==> src/rtl/regfile_wr_demux_pkg.sv <==
// Purpose  : shared widths, the x0 register index and the address type for the RV32I register file.
// Latency  : n/a (declarations only).
// Backpress: n/a.
package rv_pkg;

    localparam int XLEN     = 32;
    localparam int NREGS    = 32;
    localparam int AW       = $clog2(NREGS);
    localparam int REG_ZERO = 0;

    typedef logic [AW-1:0] reg_addr_t;

endpackage

==> src/rtl/regfile_wr_demux_wr_decoder.sv <==
// Purpose  : one-hot write-enable decoder for the register file; bit 0 (x0) is never enabled.
// Latency  : combinational, 0 cycles.
// Backpress: none; the write is always accepted when enabled.
// Ports    : a3 - write address, we3 - write enable, we_vec - one-hot enables, one per register.
module wr_decoder #(
    parameter int NREGS = rv_pkg::NREGS,
    parameter int AW    = rv_pkg::AW
) (
    input  logic [AW-1:0]    a3,
    input  logic             we3,
    output logic [NREGS-1:0] we_vec
);
    import rv_pkg::*;

    always_comb begin
        we_vec = '0;
        if (we3) begin
            we_vec[a3] = 1'b1;
        end
        // x0 is hardwired to zero, so its enable is forced off here rather
        // than relying on the storage side to ignore it.
        we_vec[REG_ZERO] = 1'b0;
    end

endmodule

==> src/rtl/regfile_wr_demux.sv <==
// Purpose  : RV32I architectural register file; one write port steered by a one-hot decoder, two combinational read ports.
// Latency  : write commits on clk rising edge; reads are 0-cycle (optional same-cycle forwarding when BYPASS=1).
// Backpress: none; every enabled write to a non-zero address commits.
// Ports    : clk/rst_n (sync, active-low), a1/a2 read addresses -> rd1/rd2,
//            a3/we3/wd3 write address/enable/data, wr_cnt committed-write counter (wraps at 2^16).
module regfile_wr_demux #(
    parameter int XLEN   = rv_pkg::XLEN,
    parameter int NREGS  = rv_pkg::NREGS,
    parameter int AW     = rv_pkg::AW,
    parameter bit BYPASS = 1'b0
) (
    input  logic            clk,
    input  logic            rst_n,
    input  logic [AW-1:0]   a1,
    input  logic [AW-1:0]   a2,
    input  logic [AW-1:0]   a3,
    input  logic            we3,
    input  logic [XLEN-1:0] wd3,
    output logic [XLEN-1:0] rd1,
    output logic [XLEN-1:0] rd2,
    output logic [15:0]     wr_cnt
);
    import rv_pkg::*;

    logic [NREGS-1:0] we_vec;
    logic [XLEN-1:0]  regs [NREGS];

    wr_decoder #(
        .NREGS (NREGS),
        .AW    (AW)
    ) u_wr_decoder (
        .a3     (a3),
        .we3    (we3),
        .we_vec (we_vec)
    );

    // Reset takes priority over any write presented in the same cycle.
    always_ff @(posedge clk) begin
        if (!rst_n) begin
            for (int i = 0; i < NREGS; i++) begin
                regs[i] <= '0;
            end
            wr_cnt <= '0;
        end else begin
            for (int i = 1; i < NREGS; i++) begin
                if (we_vec[i]) begin
                    regs[i] <= wd3;
                end
            end
            // we_vec already excludes x0, so a dropped x0 write does not count.
            if (|we_vec) begin
                wr_cnt <= wr_cnt + 16'd1;
            end
        end
    end

    // Forwarding uses the decoded enable so it inherits the x0 exclusion;
    // rst_n gates it because a write during reset never commits.
    function automatic logic [XLEN-1:0] read_port(input logic [AW-1:0] addr);
        logic [XLEN-1:0] val;
        val = regs[addr];
        if (BYPASS && rst_n && we_vec[addr]) begin
            val = wd3;
        end
        if (addr == AW'(REG_ZERO)) begin
            val = '0;
        end
        return val;
    endfunction

    always_comb begin
        rd1 = read_port(a1);
        rd2 = read_port(a2);
    end

endmodule
==> config.mk <==
export PLATFORM = sky130hd
export DESIGN_NAME = regfile_wr_demux
export DESIGN_NICKNAME = d
export VERILOG_FILES = /design/src/rtl/regfile_wr_demux_pkg.sv /design/src/rtl/regfile_wr_demux_wr_decoder.sv /design/src/rtl/regfile_wr_demux.sv
export SDC_FILE = /design/constraint.sdc
export NUM_CORES = 2
export LEC_CHECK = 0
export CAP_MARGIN = 20
export CORE_UTILIZATION = 61
export CTS_CLUSTER_DIAMETER = 80
export DETAILED_ROUTE_END_ITERATION = 6
export GPL_ROUTABILITY_DRIVEN = 1
export PLACE_DENSITY = 0.79
export SLEW_MARGIN = 10
export SYNTH_ARGS = -nofsm -noshare
export SYNTH_HDL_FRONTEND = slang
export SYNTH_SLANG_ARGS = --single-unit
==> constraint.sdc <==
create_clock -name clk -period 5.4 [get_ports clk]
set_input_delay 1.62 -clock clk [delete_from_list [all_inputs] [get_ports clk]]
set_output_delay 1.62 -clock clk [all_outputs]
set_load 0.01 [all_outputs]
==> After elaboration in Yosys (flattened, before gate mapping) <==
Memories as Yosys holds them, arrays and structs flattened.
Index checks and enable logic that the tools add are counted.
{ "word_totals": {"ff_bits": 16, "ramBits": 1024, "output_inout_bits": 80, "elab_cells": 170, "mem_count": 1} }
{ "mem_list": {"columns": ["name", "depth", "word_bits", "read_ports", "rd_ports_with_merged_regs", "wr", "line_no", "source"], "rows": [
  ["regs", 32, 32, 2, 0, 32, "regfile_wr_demux.sv:26", "logic [XLEN-1:0] regs [NREGS];"]
]} }
{ "classes": {"add_sub_neg": 1, "n_lt_le_gt_ge": 2, "muxes": 130, "bitwise_logic": 31, "reduce_logical": 4} }
{ "ops": {"columns": ["op", "n"], "rows": [
  ["$mux W32", 34],
  ["$mux W1", 95],
  ["$or A1 B1 Y1", 31],
  ["$reduce_or A31 Y1", 1],
  ["$add A16 B1 Y16 const B", 1],
  ["$logic_not A5 Y1", 2],
  ["$lt A5 B6 Y1 const B", 1],
  ["$demux W1 S5", 1],
  ["$ge A5 B1 Y1 const B", 1],
  ["$logic_and A1 B1 Y1", 1]
]} }

==> Depth between registers and ports, before layout <==
{ "logic_depth": {"depth_word": 9, "ltp_mapped": 9, "ltp_nobuf": 4} }

==> Modules after synthesis <==
A second synthesis with hierarchy kept.
{ "unflattened": {"cells_unflattened": 3332, "hier_area_um2": 51369.3} }
{ "by_module_without_submodules": {"columns": ["mod", "n_inst", "cells_each", "area_each_um2"], "rows": [
  ["regfile_wr_demux", 1, 3284, 51131.5],
  ["wr_decoder", 1, 48, 237.7]
]} }

==> Worst setup path after synthesis <==
No wires, ideal clock.
{ "synth_path": {"kind": "in2reg", "startpoint": "in we3", "endpoint": "mem regs[20][0] (enable)", "setup_ps": 466, "arrival_ps": 4567, "t_required_ps": 4934, "setup_slack_ps": 367, "path_stages": 4, "n_path_buf": 1, "cell_sequence": "clkbuf_1 -> inv_1 -> or3_1 -> o21ai_0"} }
{ "synth_lines": {"columns": ["item", "line_no", "source"], "rows": [
  ["from (decl)", "regfile_wr_demux.sv:17", "input logic we3,"],
  ["to (decl)", "regfile_wr_demux.sv:26", null]
]} }

==> Worst setup path in the final report <==
{ "layout_path": {"startpoint": "in a1[0]", "endpoint": "out rd1[9]"} }
{ "layout_via": {"elab_chain_cells": 2} }
{ "layout_lines": {"columns": ["item", "line_no", "source"], "rows": [
  ["from (decl)", "regfile_wr_demux.sv:14", "input logic [AW-1:0] a1,"],
  ["$mem_v2 Z32 W32 / $logic_not A5 Y1 (equally long branches)", null, null],
  ["$mux W32 *", "regfile_wr_demux.sv:65", "if (addr == AW'(REG_ZERO)) begin"],
  ["to (decl)", "regfile_wr_demux.sv:19", "output logic [XLEN-1:0] rd1,"]
]} }
Mark *: on every way between the ends. The rest lies on a longest branch, timed or not.

==> impl_metrics.tcl <==
set metrics [dict create \
    status "finished, violations left" \
    failed_checks "setup timing" \
    grtUsageTotal_pct 39.43 \
    finClkSkew_ns 0.007879 \
    die_w_um 287.4 \
    finalWorstSetupSlack_ns -0.1614 \
    syn-num-nets 3275 \
    die_area_sq_um 82610 \
    peakVddDrop_uv 304.1 \
    p_leak_nw 20.95 \
    crit_path_end_kind "output pin" \
    fin_area_sq_um 59090 \
    synth.distinct_cells 42 \
    layout.nets 3592 \
    maxCapViolCount 0 \
    drtPass1Iterations 6 \
    synth_xor_area_share_pct 0.05287 \
    post-route-drc-count 0 \
    synth_edf_count 992 \
    ys_seq_area_share_pct 60.59 \
    yosys_register_bits 1008 \
    vias 34660 \
    fmax_mhz 179.8 \
    netlist_area_sq_um 49690 \
    worst_hold_path_type "register to register" \
    area_delta_synth_final_pct 18.92 \
    io_pins 130 \
    synthSimpleGateAreaFrac_pct 6.189 \
    fp.dieH_um 287.4 \
    cts_root_buffer "clkbuf_16" \
    synth_top_cell_area_share_pct 59.94 \
    grt_pass1_wl_mm 232.4 \
    synth_area_leaders "edfxtp_1 60%, mux4_2 17%, nor2_1 4.2%" \
    pre_cts_ws_ns -0.2086 \
    muxShareOfSynthArea_pct 22.76 \
    cts_buffers 102 \
    drt_iter0_drc 5413 \
    place.gp.congestion 0.9318 \
    cts_hold_buf 0 \
    worstSetupStartpointType "input port" \
    synth_area_per_cell_sq_um 15.41 \
    synthArstFlopShare_pct 0 \
    clkTransAtPathRegs_ns 0.06 \
    cts_tree "done" \
    antenna_left 0 \
    drive_above_1_share_pct 30.47 \
    yosysTopAreaCell "edfxtp_1" \
    globalRouteOverflowTotal 0 \
    viasPerCell 7.395 \
    worstPathMaxFanout 13 \
    p_total_w 0.01958 \
    synth_compound_area_share_pct 7.229 \
    rsz0062_at_grt "yes" \
    numClockSinks 1008 \
    netlist_instances 3224 \
    whs_ns 0.5076 \
    initial_core_util_pct 61.70 \
    avgRoutedWirePerCell_um 34.79 \
    cp.arrival_ns 3.94 \
    wl_mm 163.0 \
    critPathRequiredTime_ns 3.78 \
    tightest_slew_ns 1.046 \
    core-area_sq_um 80550 \
    maxSlewHeadroom_pct 30.02 \
    finalMaxSlewViolations 0 \
    min_period_over_period_pct 103.0 \
    fin_crit_ns 5.561 \
    setup_viol 10 \
    clk_latency_ns 0.66 \
    io_buffers 129 \
    hold_viol 0 \
    ys_warn_count 0 \
    antenna_found_initial 3 \
    synthAdderAreaFrac_pct 0.02518 \
    dpl_cell_area_sq_um 54780 \
    place.detailed.hpwl_mm 100.3 \
    clk_path_buf_depth 3 \
    grt_max_degree 52 \
    synth-main-ff-cell "edfxtp_1" \
    floorplan.rows 104 \
    synth_top_family_by_area "multiplexers" \
    power_density_nw_per_um2 331.3 \
    grt_pass1_vias 35420 \
    htree_levels 3 \
    worstSetupPathType "input port to output pin" \
]
## layout make-up
class	count	area, sq um
Antenna cell	3	7.507
Clock buffer	120	2641
Clock inverter	66	733.2
Fill cell	4679	21450
Inverter	39	146.4
Multi-Input combinational cell	1872	18520
Sequential cell	1008	30110
Tap cell	1060	1326
Timing Repair Buffer	518	5614
## stage by stage
stage	cells	TNS [ns]	utilization, %
2_1_floorplan	3224	0	-
3_3_place_gp	4470	-5.753	68.01
3_5_place_dp	4470	-6.776	68.01
4_1_cts	4671	-1.796	72.91
5_1_grt	4684	-0.8125	73.36
6_report	4686	-0.9444	73.37
## path summary, 6_finish.rpt
check,startpoint,end,slack (ns),cells after the start
setup reg to reg,wr_cnt[3]$_SDFFE_PN0P_,wr_cnt[15]$_SDFFE_PN0P_,3.51,4
setup / recovery,a1[0],rd1[9],-0.16,7
hold / removal,wr_cnt[15]$_SDFFE_PN0P_,wr_cnt[15]$_SDFFE_PN0P_,0.51,2
hold reg to reg,wr_cnt[15]$_SDFFE_PN0P_,wr_cnt[15]$_SDFFE_PN0P_,0.51,2
## cell usage in the layout (no fill, tap or decap), drive strengths merged, types with 64 or more instances in the layout
master         count
edfxtp           992
nor2             552
buf              395
mux4             384
mux2i            195
a22o             191
clkbuf           125
o21ai             85
nand2             73
o31ai             70
and2              66
clkdlybuf4s50     65
o22ai             64
a211oi            64
## logic make-up after synthesis
kind of cell,count (synthesis)
AOI/OAI and AO/OA,489
adders and majority gates,1
muxes,642
xor gates and xnor gates,3
buffers and inverters,344
and+or+nand+nor,737
DFF,1008
## where the power goes
| group | leakage (nW) | internal, W | switching (W) | total [W] |
|---|---|---|---|---|
| Clock | 1.63 | 0.00421 | 0.00304 | 0.00725 |
| Combinational | 9.67 | 0.00132 | 0.00153 | 0.00285 |
| Sequential | 9.65 | 0.00917 | 0.000299 | 0.00947 |
| Total | 20.9 | 0.0147 | 0.00488 | 0.0196 |
## critical path, stage by stage
cell	delay, ns
buf_16	0.15
buf_4	0.21
mux4_2	0.34
mux2i_1	0.13
and2_2	0.27
o31ai_2	0.53
clkdlybuf4s50_1	0.67
## repair_timing
item,in CTS,in global routing
resized for setup,108,60
gates cloned,6,4
buffers inserted,9,8
hold endpoints to repair,0,0
pin swaps,2,3
endpoints found under the setup margin,64,30
## per-layer routing
layer,track usage [%],routed length [um],share of wire [%],up-vias
met5,0,23,0.014,-
met4,27.73,13220,8.1,4
met3,9.000,21120,13,663
met2,61.80,76400,47,3143
met1,48.95,52250,32,17350
li1,-,-,-,13490
## registers in the layout, indices dropped and copies added, names as in the netlist
signal	count
wr_cnt	16
regs	992
## synthesized netlist by cell type, drive strengths merged, types with 4 or more instances
master / count
nor3b: 4
a22o: 191
nand2: 73
o21ai: 85
nor2b: 6
o22ai: 64
dfxtp: 16
mux4: 384
o31ai: 70
nor2: 552
nand3: 6
mux2: 63
clkbuf: 201
inv: 39
or3: 8
buf: 104
mux2i: 195
or4: 6
a211oi: 64
edfxtp: 992
and2: 66
a21oi: 12
Power figures use the tool's default switching activity.
